**src/rtl/equalize_frame_sequencer.sv**
```systemverilog
// Frame sequencer for the histogram-equalization engine: HIST -> CDF -> DIV -> OUT -> FIN.
// Define EQ_SEQ_WATCHDOG_EN to add a per-wait-phase watchdog that drives the sticky error output.
module equalize_frame_sequencer #(
  parameter int unsigned PIXELS    = 65536,
  parameter int unsigned WD_CYCLES = 1048575,
  parameter int unsigned WD_W      = 20
) (
  input  logic        clock,
  input  logic        reset,
  input  logic        frame_start,
  input  logic        abort,
  output logic        hist_start,
  input  logic        hist_done,
  output logic        cdf_start,
  input  logic        cdf_done,
  input  logic [19:0] cdf_min_in,
  output logic        out_start,
  input  logic        out_done,
  output logic [19:0] CdfMin,
  output logic [19:0] divisor,
  output logic        output_base_offset,
  output logic        busy,
  output logic        frame_done,
  output logic        error
);

  typedef enum logic [2:0] {IDLE, HIST, CDF, DIV, OUT, FIN} state_t;

  state_t      state, nxt;
  logic        nxt_hist_start, nxt_cdf_start, nxt_out_start, nxt_frame_done, nxt_off;
  logic [19:0] nxt_cdf_min, nxt_div;
  logic        timeout;

`ifdef EQ_SEQ_WATCHDOG_EN
  logic [WD_W-1:0] wd_cnt;
  logic            wait_st, wd_clr;

  assign wait_st = state inside {HIST, CDF, OUT};
  assign wd_clr  = (nxt != state) && (nxt inside {HIST, CDF, OUT});
  assign timeout = wait_st && (wd_cnt == WD_W'(WD_CYCLES - 1));

  always_ff @(posedge clock or posedge reset) begin
    if (reset)        wd_cnt <= '0;
    else if (wd_clr)  wd_cnt <= '0;
    else if (wait_st) wd_cnt <= wd_cnt + 1'b1;
  end

  // Set only when the timeout actually forced the return to IDLE (abort and done win).
  always_ff @(posedge clock or posedge reset) begin
    if (reset)                               error <= 1'b0;
    else if (timeout && !abort && nxt == IDLE) error <= 1'b1;
  end
`else
  assign timeout = 1'b0;
  assign error   = 1'b0;
`endif

  // A *_start register still high marks the strobe cycle, so its done input is ignored then.
  always_comb begin
    nxt            = state;
    nxt_hist_start = 1'b0;
    nxt_cdf_start  = 1'b0;
    nxt_out_start  = 1'b0;
    nxt_frame_done = 1'b0;
    nxt_cdf_min    = CdfMin;
    nxt_div        = divisor;
    nxt_off        = output_base_offset;
    case (state)
      IDLE: if (frame_start) begin
        nxt            = HIST;
        nxt_hist_start = 1'b1;
      end
      HIST: begin
        if (abort) nxt = IDLE;
        else if (hist_done && !hist_start) begin
          nxt           = CDF;
          nxt_cdf_start = 1'b1;
        end else if (timeout) nxt = IDLE;
      end
      CDF: begin
        if (abort) nxt = IDLE;
        else if (cdf_done && !cdf_start) begin
          nxt         = DIV;
          nxt_cdf_min = cdf_min_in;
        end else if (timeout) nxt = IDLE;
      end
      DIV: begin
        if (abort) nxt = IDLE;
        else begin
          nxt           = OUT;
          nxt_out_start = 1'b1;
          nxt_div       = (32'(CdfMin) >= PIXELS) ? 20'd1 : 20'(PIXELS - 32'(CdfMin));
        end
      end
      OUT: begin
        if (abort) nxt = IDLE;
        else if (out_done && !out_start) begin
          nxt            = FIN;
          nxt_frame_done = 1'b1;
          nxt_off        = ~output_base_offset;
        end else if (timeout) nxt = IDLE;
      end
      FIN:     nxt = IDLE;
      default: nxt = IDLE;
    endcase
  end

  always_ff @(posedge clock or posedge reset) begin
    if (reset) begin
      state              <= IDLE;
      hist_start         <= 1'b0;
      cdf_start          <= 1'b0;
      out_start          <= 1'b0;
      frame_done         <= 1'b0;
      CdfMin             <= '0;
      divisor            <= '0;
      output_base_offset <= 1'b0;
      busy               <= 1'b0;
    end else begin
      state              <= nxt;
      hist_start         <= nxt_hist_start;
      cdf_start          <= nxt_cdf_start;
      out_start          <= nxt_out_start;
      frame_done         <= nxt_frame_done;
      CdfMin             <= nxt_cdf_min;
      divisor            <= nxt_div;
      output_base_offset <= nxt_off;
      busy               <= (nxt != IDLE);
    end
  end

endmodule

```
**config.mk**
```make
export PLATFORM = sky130hd
export DESIGN_NAME = equalize_frame_sequencer
export DESIGN_NICKNAME = d
export VERILOG_FILES = /design/src/rtl/equalize_frame_sequencer.sv
export SDC_FILE = /design/constraint.sdc
export NUM_CORES = 1
export LEC_CHECK = 0
export ABC_AREA = 1
export BUFFER_PORTS_ARGS = -buffer_cell sky130_fd_sc_hd__clkbuf_2
export CAP_MARGIN = 10
export CORE_ASPECT_RATIO = 1.2
export CORE_MARGIN = 2
export CORE_UTILIZATION = 25
export DETAILED_ROUTE_END_ITERATION = 10
export PLACE_DENSITY = 0.49
export SETUP_SLACK_MARGIN = 0.4
export SLEW_MARGIN = 20
export SYNTH_ARGS = -nofsm -noshare
export SYNTH_HDL_FRONTEND = slang
export SYNTH_SLANG_ARGS = --single-unit
```
**constraint.sdc**
```tcl
create_clock -name clock -period 1.5 [get_ports clock]
set_input_delay 0.15 -clock clock [delete_from_list [all_inputs] [get_ports clock]]
set_output_delay 0.15 -clock clock [all_outputs]
set_load 0.01 [all_outputs]
```
Yosys cells after proc, flatten, opt, wreduce, memory -nomap -nowiden
Cells that the tools add are included.

word-level totals
  output and inout bits = 47
  bits in registers = 49
  logic and storage cells = 48
  input bits = 27

operators by class
  $add $sub $neg = 1
  equality and inequality tests = 4
  bitwise logic cells = 2
  magnitude comparators = 1
  muxes and demuxes = 20
  reduce and logical (&&, ||, !) cells = 11

operator list
  kind                                                                                   count
  3-bit two-way mux                                                                      8
  20-bit by 17-bit greater-or-equal comparator with 1-bit output, second input constant  1
  20-bit two-way mux                                                                     1
  17-bit by 20-bit subtractor with 20-bit output, first input constant                   1
  3-bit one-hot mux with 5 select lines                                                  1
  1-bit two-way mux                                                                      10
  3-bit by 2-bit equality test with 1-bit output, second input constant                  2
  3-bit AND reduction                                                                    2
  3-bit by 1-bit equality test with 1-bit output, second input constant                  1
  3-bit equality test, second input constant                                             1
  1-bit logical AND                                                                      3
  1-bit logical NOT                                                                      3
  3-bit logical NOT                                                                      1
  3-bit nonzero test                                                                     1
  1-bit inverter                                                                         2
  2-bit AND reduction                                                                    1

Logic depth before layout (Yosys ltp)
Gate-level depths: netlist (run 1).

  depth in word-level cells = 6
  mapped depth = 9

Least setup slack after synthesis (run 1)
Ideal clock, no wire load.

  kind = reg2reg
  start point = register CdfMin[0]
  end point = register divisor[8]
  cell stages (with the launch flop) = 10
  library setup time = 117 ps
  data arrival time = 1236 ps
  data required time = 1383 ps
  slack = 147 ps
  buffers on the path = 0
  path through = dfrtp_1 > inv_1 > ha_1 > nand2_1 > nor2_1 > nand2_1 > nor2_1 > nand2_1 > nand3_1 > nand2_1

on the way
  cells in the longest elaborated chain, start to end = 2
  elaborated cells on any way between the ends = 3
  classes of those cells = add/sub: 1; order compare: 1; mux: 1

ends and longest elaborated chain
  element                                                                                                                           line  RTL
  from (decl)                                                                                                                       19    output logic [19:0] CdfMin,
  from (signal assigned)                                                                                                            125   CdfMin <= nxt_cdf_min;
  17-bit by 20-bit subtractor with 20-bit output or 20-bit by 17-bit greater-or-equal comparator with 1-bit output (tied branches)  92    nxt_div = (32'(CdfMin) >= PIXELS) ? 20'd1 : 20'(PIXELS - 32'(CdfMin));
  20-bit two-way mux (*)                                                                                                            92
  to (signal assigned)                                                                                                              126   divisor <= nxt_div;
  to (decl)                                                                                                                         20    output logic [19:0] divisor,

Mark *: on every way between the ends. The rest lies on a longest branch, timed or not.
A chain may end at the register's enable or synchronous reset.

Worst setup path after layout (run 1)
  start point = register CdfMin[1]
  end point = register divisor[8]

Same word-level chain as after synthesis.

==> impl_results.md, run 1 <==
- Routability cong.: approximately 0.87
- Final TNS setup: 0 ns
- Yosys reg bits: 49
- Die H: about 110 µm
- Pre-CTS WS: between 0.07 and 0.08 ns
- Sequential share of power: 42.0%
- Root Buffer: clkbuf_8
- CTS tree: yes
- Die area: 0.00987 mm²
- Lkg Pwr: 1.87 nW
- Vias in the first global route: 2,020
- Worst hold path type: in2reg
- Longest Clk Path Bufs: 2
- Overall via count from detail_route: 2,109
- Final ANT Viol Nets: 0
- DR WL/cell: between 10 and 15 µm
- Clk sinks: 49
- Req. time, crit path: 1.70 ns
- Cts bufs inserted: 5
- Most frequent cells in the layout: clkbuf_2, nand2_1, dfrtp_1
- 1st-iter DRT viols: 106
- Most common cell after layout, fill and taps aside: clkbuf_2
- Syn Inst Count: 277
- Post-synth top area cell: dfrtp_1
- Power consumption: approximately 4.6 mW
- Global-route wire length before repair: between 9000 and 10,000 µm
- Crit end category: register
- Clk slew on worst S/H paths: 0.09 ns
- TritonRoute pass-1 iters: 4
- Synth warn: 0
- Slowest stage delay, CP: 0.40 ns
- Avg Vias per Cell: just over 4
- Final critical-path share of the clock period: 85.8%
- Crit path DAT: 1.48 ns
- Area growth, synth to finish: 52.0%
- # rows: 38
- Largest net degree at the start of global routing: 50
- Total of max-cap violations: 0
- Gate power share: 41.6%
- Startpoint Class: register
- Sw Ratio: 37.8%
- Unique masters post-synth: 26
- Design Area, Final: 0.00345 mm²
- Int Power: around 2.9 mW
- Crit Path Class: reg2reg
- P_sw: 1.75 mW
- Max Fclk: a little under 0.8 GHz
- Seq/Total Area, Yosys: 54.0%
- Status: finished, final reports clean
- Number of fillers in the final layout: approximately 950
- Overflow after GRT: 0
- Top cell type's share of synthesized area: 54.0%
- Initial antenna violation count: 0
- Tmin final: 1.29 ns
- GRT Total Usage: roughly an eighth
- Final Hold Viols: 0
- Initial Utilization: 25.4%
- Endpoints failing setup: 0
- I/O pin cnt: 74
- PwrDens: 1340 mW/mm²
- Worst-Skew Late Latency: 0.30 ns
- Syn_area_per_cell: 8.20 µm²
- Hold Slack: slightly above 0.06 ns
- CP dominant cell by count: nand2_1
- HPWL after DPL: 4520 µm
- Crit-path max FO: 3
- Ant diodes: 0
- Share of post-route cells with drive strength above 1: 43.9%
- Synth area leaders: dfrtp_1, nand2_1, nor2_1, inv_1, nand3_1
- Worst IR drop on VDD: 412 µV
- RSZ-0062 raised after global routing: yes
- Max Slew Vio Count: 0
- Port Buf Inserts: slightly above 70
- Layout Nets: 414
- Clock tree skew after final layout: 0.00846 ns
- Mapped Area: 0.00227 mm²
- H-tree levels: 2
- Clock share of power: roughly 16%
- Core area: 0.00894 mm²
- Crit-path cells: inv_2 > ha_4 > nand2_4 > nor2_4 > nand2_2 > nor2_2 > nand2_1 > nand3_1 > nand2_1
- Placement Cell Area: around 0.0029 mm²
- Die W: 91.0 µm
- Final WS setup: 0.213 ns
- Post-Syn Nets: 305
- Remaining DRCs: 0
- Drt total wl: around 6400 µm
- Cell with the largest stage delay on the worst path: dfrtp_1
## repair_timing
item                       4_1_cts  5_1_grt
hold buffers                     1        0
setup buffers                   19        8
setup endpoints to repair       42       54
cloned                           1        2
hold endpoints to repair        49        0
gates resized for setup         19       55
pin swaps                       15       14
## state kept, by name, indices dropped and copies added, names as in the netlist
signal	count
busy	1
output_base_offset	1
cdf_start	1
hist_start	1
CdfMin	20
out_start	1
divisor	20
frame_done	1
state	3
## critical path: cells and delay by family, from the launching register on
kind / cells / cell delay, ns
flip-flops: 1 / 0.40
adder cells (fa/ha/maj): 1 / 0.16
AND/OR/NAND/NOR: 7 / 0.51
buffers and inverters: 1 / 0.12
## worst paths after layout
path                           startpoint     endpoint  slack (ns)  cells past startpoint
max in group asynchronous           reset    CdfMin[5]        0.80                      4
min in group asynchronous           reset    CdfMin[1]        0.45                      4
max                             CdfMin[1]   divisor[8]        0.21                      9
max reg2reg                     CdfMin[1]   divisor[8]        0.21                      9
min reg2reg                   divisor[12]  divisor[12]        0.48                      2
min                        cdf_min_in[12]   CdfMin[12]        0.06                      3
## synth_stat cells
| master | instances |
|---|---|
| nand2_1 | 67 |
| dfrtp_1 | 49 |
| nor2_1 | 45 |
| inv_1 | 38 |
| nand3_1 | 19 |
| a21oi_1 | 17 |
| o21ai_0 | 9 |
| buf_2 | 5 |
| o21ai_1 | 4 |
| nand4_1 | 3 |
| xor2_1 | 3 |
| inv_2 | 2 |
| nor2_2 | 2 |
| nor2_8 | 2 |
| a31oi_1 | 1 |
| buf_4 | 1 |
| buf_8 | 1 |
| conb_1 | 1 |
| ha_1 | 1 |
| inv_4 | 1 |
| nand2_2 | 1 |
| nand2_4 | 1 |
| nand3_2 | 1 |
| nand3b_2 | 1 |
| o211ai_1 | 1 |
| xnor2_1 | 1 |
## through the flow
step | instances | utilization (%)
after floorplan | 277 | -
after global placement | 468 | 32.0
after detailed placement | 468 | 32.0
after CTS | 497 | 35.3
after global routing | 507 | 38.6
final | 507 | 38.6
## power by group through the flow
stage / Sequential (mW) / Combinational [mW] / Clock, mW
finish: 1.95 / 1.93 / 0.760
global route: 2.00 / 2.12 / 0.863
CTS: 1.95 / 1.57 / 0.797
detailed placement: 1.97 / 1.38 / 0
global placement: 1.97 / 1.37 / 0
floorplan: 2.06 / 0.685 / 0
## cell families (layout without fill, tap and decap cells)
| kind of cell | after synthesis | count (layout) | share of synthesized area, % |
|---|---|---|---|
| AOI/OAI and AO/OA | 32 | 32 | 7.22 |
| adders and majority gates | 1 | 1 | 0.551 |
| buffers and inverters | 48 | 157 | 8.98 |
| other | 1 | 1 | 0.165 |
| DFF | 49 | 49 | 54.0 |
| xor gates and xnor gates | 4 | 4 | 1.54 |
| and+or+nand+nor | 142 | 143 | 27.5 |
## layer usage
layer | track usage [%] | routed length, µm | vias up
met3 | 2.86 | 242 | 11
met5 | 0 | 0 | -
met4 | 5.30 | 114 | 0
met2 | 21.9 | 3430 | 49
met1 | 14.7 | 2630 | 979
li1 | - | - | 1070
## cell type report
class / count / area, µm² / area share (%)
Inverter: 41 / 168 / 4.86
Multi-Input combinational cell: 181 / 1050 / 30.4
Tap cell: 120 / 150 / 4.35
Timing Repair Buffer: 108 / 772 / 22.4
Clock buffer: 8 / 80.1 / 2.32
Sequential cell: 49 / 1230 / 35.7
(Power assumes the default switching activity.)
==> run 2, diff against run 1 <==
==> constraint.sdc (replaced) <==
create_clock -name clock -period 1.3 [get_ports clock]
set_input_delay 0.13 -clock clock [delete_from_list [all_inputs] [get_ports clock]]
set_output_delay 0.13 -clock clock [all_outputs]
set_load 0.01 [all_outputs]
==> impl_results.md, run 2 (synthesized netlist as in run 1, its figures left out) <==
- Core Util, Final: 46.0% (+7.3 points)
- Crit-path cells: inv_2 > nand2_2 > nor2_4 > nand3b_4 > buf_12 > nor2_4 > a21oi_2
- RSZ-0062 raised after global routing: yes
- Crit-path max FO: 8 (+5)
- Crit end category: register
- Layout Nets: 453 (+9.4%)
- CTS tree: yes
- 1st-iter DRT viols: 82 (-23%)
- Most common cell after layout, fill and taps aside: nand2_1
- Most frequent cells in the layout: nand2_1, dfrtp_1, buf_6, buf_4
- Power consumption: 6.39 mW (+38%)
- Req. time, crit path: 1.50 ns (-0.20 ns)
- Final critical-path share of the clock period: 101% (+15 points)
- CP delay by family, top: simple AND/OR/NAND/NOR gates
- Drt total wl: 6760 µm (+5.4%)
- Final WS setup: -0.0166 ns (-0.230 ns)
- # rows: 38 (unchanged)
- Lkg Pwr: 2.16 nW (+16%)
- Startpoint Class: register
- Slowest stage delay, CP: 0.41 ns (about the same)
- Endpoints failing setup: 11 (+11)
- TritonRoute pass-1 iters: 4 (unchanged)
- Design Area, Final: 0.00411 mm² (+19%)
- Crit path DAT: 1.52 ns (+0.04 ns)
- Initial antenna violation count: 0 (unchanged)
- Root Buffer: clkbuf_8
- Vias in the first global route: 2,398 (+19%)
- HPWL after DPL: 4640 µm (+2.7%)
- Area of the multi-input gates: 0.00124 mm² (+18%)
- Clk slew on worst S/H paths: 0.09 ns (about the same)
- I/O pin cnt: 74 (unchanged)
- Worst-Skew Late Latency: 0.31 ns (about the same)
- Final Hold Viols: 0 (unchanged)
- CP dominant cell by count: nor2_4
- H-tree levels: 2 (unchanged)
- Share of post-route cells with drive strength above 1: 58.5% (+15 points)
- Tmin final: 1.32 ns (+0.0298 ns)
- Clk sinks: 49 (unchanged)
- Total of max-cap violations: 0 (unchanged)
- Largest net degree at the start of global routing: 50 (unchanged)
- Routability cong.: 0.868 (-0.73%)
- Avg Vias per Cell: 4.19 (+0.83%)
- Crit Path Class: reg2reg
- Area growth, synth to finish: 80.9%
- Pre-CTS WS: -0.137 ns (-0.208 ns)
- Final ANT Viol Nets: 0 (unchanged)
- Max Fclk: 0.760 GHz (-2.3%)
- Overflow after GRT: 0 (unchanged)
- Clock tree skew after final layout: 0.00988 ns (+0.00142 ns)
- Die H: 108 µm (unchanged)
- Placement Cell Area: 0.00302 mm² (+5.5%)
- Die area: 0.00987 mm² (unchanged)
- Cts bufs inserted: 5 (unchanged)
- Max Slew Vio Count: 0 (unchanged)
- DR WL/cell: 12.4 µm (-2.1%)
- GRT Total Usage: 14.0% (+1.6 points)
- Core area: 0.00894 mm² (unchanged)
- Ant diodes: 0 (unchanged)
- Global-route wire length before repair: 10,900 µm (+13%)
- CP Buf/Inv Count: 2 (+1)
- Remaining DRCs: 0 (unchanged)
- Worst IR drop on VDD: 707 µV (+71%)
- PwrDens: 1560 mW/mm² (+16%)
- Largest regs: CdfMin (20), divisor (20), state (3)
- Area occupied by registers: 0.00123 mm² (unchanged)
- Port Buf Inserts: 72 (unchanged)
- Number of fillers in the final layout: 919 (-3.6%)
- Status: finished with violations
- Longest Clk Path Bufs: 2 (unchanged)
- Cell with the largest stage delay on the worst path: dfrtp_1
- Overall via count from detail_route: 2,290 (+8.6%)
- Worst hold path type: in2reg
- Die W: 91.0 µm (unchanged)
- Initial Utilization: 25.4% (unchanged)
- Failing checks: setup timing
run 2: cell count changes in the layout (fill, tap and decap cells not counted), sizes merged:
| cell | previous run | this run |
|---|---|---|
| buf | 39 | 119 |
| clkbuf | 76 | 36 |
| nor2 | 50 | 49 |
run 2: worst paths after layout:
path,start,endpoint,slack [ns],depth (start not counted)
min,cdf_min_in[12],CdfMin[12],0.03,3
max reg2reg,state[2],CdfMin[7],-0.02,7
min reg2reg,divisor[2],divisor[2],0.49,2
max in group asynchronous,reset,CdfMin[12],0.63,4
max,state[2],CdfMin[7],-0.02,7
min in group asynchronous,reset,state[1],0.42,4
run 2: metal layers:
metal / GRT usage, % / wire length, µm / part of all wire (%)
met5: 0 / 0 / 0
met4: 5.52 / 125 / 1.8
met3: 3.55 / 245 / 3.6
met2: 25.7 / 3680 / 54
met1: 15.7 / 2710 / 40
run 2: worst min-delay path: stages:
cell and delay (ns):
clkbuf_2 0.08, inv_1 0.04, o21ai_1 0.06
run 2: cell type report:
cell class	instances	area share (%)
repair buffers	148	29.9
well taps	120	3.66
clock buffers	8	2.19
multi-input cells	180	30.2
flip-flops and latches	49	30.0
inverters	41	4.14
run 2: per-stage QoR:
| stage | cells | hold WS (ns) | TNS, ns |
|---|---|---|---|
| 2_1_floorplan | 277 | 0.166 | 0 |
| 3_3_place_gp | 486 | 0.208 | -0.369 |
| 3_5_place_dp | 486 | 0.213 | -0.665 |
| 4_1_cts | 528 | 0.0313 | -0.0179 |
| 5_1_grt | 546 | 0.0395 | -2.38 |
| 6_report | 546 | 0.0337 | -0.0798 |
run 2: power breakdown:
part	switching, mW	internal, mW	leakage [nW]	total (mW)
clock	0.520	0.436	0.0455	0.956
sequential	0.344	1.90	0.598	2.25
combinational	1.49	1.70	1.52	3.19
run 2: repair_timing:
item	CTS	global route
setup endpoints to repair	94	95
setup buffers	31	18
cloned	2	0
hold buffers	1	0
pin swaps	23	16
resized for setup	83	111
hold endpoints to repair	49	0
==> run 3, diff against run 2 <==
--- a/config.mk
+++ b/config.mk
@@ -9,7 +9,6 @@
 export BUFFER_PORTS_ARGS = -buffer_cell sky130_fd_sc_hd__clkbuf_2
 export CAP_MARGIN = 10
 export CORE_ASPECT_RATIO = 1.2
-export CORE_MARGIN = 2
 export CORE_UTILIZATION = 25
 export DETAILED_ROUTE_END_ITERATION = 10
 export PLACE_DENSITY = 0.49
==> impl_results.md, run 3 (synthesized netlist as in run 1, its figures left out) <==
- Cell with the largest stage delay on the worst path: dfrtp_1
- Crit path DAT: 1.57 ns (+0.05 ns)
- Tmin final: 1.36 ns (+0.0389 ns)
- Lkg Pwr: 2.19 nW (+1.2%)
- Layout Nets: 466 (+2.9%)
- Max Slew Vio Count: 0 (unchanged)
- Total of max-cap violations: 0 (unchanged)
- Port Buf Inserts: 72 (unchanged)
- Largest net degree at the start of global routing: 22 (-56%)
- Final WS setup: -0.0554 ns (-0.0389 ns)
- Placement Cell Area: 0.00310 mm² (+2.8%)
- Design Area, Final: 0.00416 mm² (+1.2%)
- H-tree levels: 2 (unchanged)
- Root Buffer: clkbuf_8
- Worst IR drop on VDD: 857 µV (+21%)
- Max Fclk: 0.738 GHz (-2.9%)
- Crit-path max FO: 3 (-5)
- Die H: 106 µm (-1.8%)
- Status: finished with violations
- Initial antenna violation count: 0 (unchanged)
- Share of post-route cells with drive strength above 1: 58.3% (-0.14 points)
- Clk slew on worst S/H paths: 0.10 ns (about the same)
- Worst hold path type: in2async
- Power consumption: 6.42 mW (+0.35%)
- Avg Vias per Cell: 4.20 (about the same)
- Pre-CTS WS: -0.0488 ns (+0.0879 ns)
- Crit Path Class: reg2reg
- Clk sinks: 49 (unchanged)
- Clock tree skew after final layout: 0.0155 ns (+0.00563 ns)
- GRT Total Usage: 15.3% (+1.2 points)
- Final critical-path share of the clock period: 104% (+3.0 points)
- Longest Clk Path Bufs: 2 (unchanged)
- Crit end category: register
- Cts bufs inserted: 5 (unchanged)
- Area growth, synth to finish: 83.0%
- Core area: 0.00870 mm² (-2.6%)
- CP dominant cell by count: nand2_1
- Global-route wire length before repair: 11,100 µm (+1.3%)
- PwrDens: 1540 mW/mm² (-0.80%)
- Hold Slack: -0.204 ns (-0.237 ns)
- Largest regs: CdfMin (20), divisor (20), state (3)
- Routability cong.: 0.842 (-3.0%)
- Remaining DRCs: 0 (unchanged)
- Final Hold Viols: 15 (+15)
- Overall via count from detail_route: 2,334 (+1.9%)
- Startpoint Class: register
- Die W: 89.0 µm (-2.2%)
- Worst-Skew Late Latency: 0.31 ns (about the same)
- Initial Utilization: 26.1% (+0.69 points)
- Final ANT Viol Nets: 0 (unchanged)
- Overflow after GRT: 0 (unchanged)
- Endpoints failing setup: 7 (-4)
- Failing checks: hold timing, setup timing
- TritonRoute pass-1 iters: 4 (unchanged)
- # rows: 37 (-2.6%)
- Drt total wl: 6950 µm (+2.7%)
- Die area: 0.00947 mm² (-4.0%)
- 1st-iter DRT viols: 94 (+15%)
- Most frequent cells in the layout: nand2_1, buf_4, buf_6
- HPWL after DPL: 4870 µm (+4.8%)
- Core Util, Final: 47.7% (+1.8 points)
- I/O pin cnt: 74 (unchanged)
- Slowest stage delay, CP: 0.41 ns (about the same)
- Vias in the first global route: 2,381 (-0.71%)
- CTS tree: yes
- Req. time, crit path: 1.51 ns (about the same)
- Crit-path cells: inv_2 > ha_4 > nand2_4 > nor2_4 > nand2_2 > nor2_2 > nand2_1 > nand3_2 > nand2_1
- Ant diodes: 0 (unchanged)
- DR WL/cell: 12.5 µm (+0.84%)
- RSZ-0062 raised after global routing: yes
run 3: changes by cell type in the layout (fill, tap and decap cells not counted), sizes merged:
| cell | delta |
|---|---|
| buf | +14 |
| clkinvlp | +1 |
| clkbuf | -2 |
| dlygate4sd3 | -1 |
| nor2 | +1 |
run 3: repair_timing:
item	in CTS	in global routing
endpoints found under the setup margin	95	95
setup buffers	36	17
hold endpoints to repair	15	15
resized for setup	89	89
pin swaps	20	16
gates cloned	2	0
run 3: final cells by class:
class / instances / area [µm²]
Clock buffer: 7 / 76.3
Clock inverter: 1 / 7.51
Tap cell: 117 / 146
Timing Repair Buffer: 160 / 1310
Multi-Input combinational cell: 181 / 1220
Fill cell: 886 / 4550
Inverter: 41 / 163
Sequential cell: 49 / 1230
run 3: per-stage QoR:
stage | setup TNS, ns | cells
2_1_floorplan | 0 | 277
3_3_place_gp | -0.00414 | 493
3_5_place_dp | -0.111 | 493
4_1_cts | -0.00145 | 539
5_1_grt | -2.88 | 556
6_report | -0.0891 | 556
run 3: final timing paths:
| check | slack (ns) | from | cells past startpoint | end |
|---|---|---|---|---|
| worst max-delay path | -0.06 | CdfMin[1] | 9 | divisor[8] |
| worst min-delay path | -0.20 | reset | 2 | CdfMin[2] |
| worst max register to register | -0.06 | CdfMin[1] | 9 | divisor[8] |
| worst min register to register | 0.48 | divisor[8] | 2 | divisor[8] |
| max in group asynchronous | 1.00 | reset | 3 | divisor[16] |
| min in group clock | 0.02 | cdf_min_in[12] | 3 | CdfMin[12] |
run 3: power by group:
| part | internal [mW] | switching [mW] | total, mW |
|---|---|---|---|
| Sequential | 1.90 | 0.326 | 2.23 |
| Combinational | 1.79 | 1.49 | 3.28 |
| Clock | 0.382 | 0.529 | 0.912 |
run 3: critical path, delay by kind of cell (launching register included):
| kind | cells | cell delay (ns) |
|---|---|---|
| adders and majority gates | 1 | 0.16 |
| buffers and inverters | 1 | 0.12 |
| DFF | 1 | 0.41 |
| and+or+nand+nor | 7 | 0.57 |
run 3: metal layers:
layer  vias to the layer above  part of all wire (%)  global-route usage [%]
li1                       1184                     -                       -
met1                      1093                    39                    16.7
met2                        48                    55                    27.7
met3                         9                   4.6                    3.88
met4                         0                   1.6                    5.56
met5                         -                     0                       0
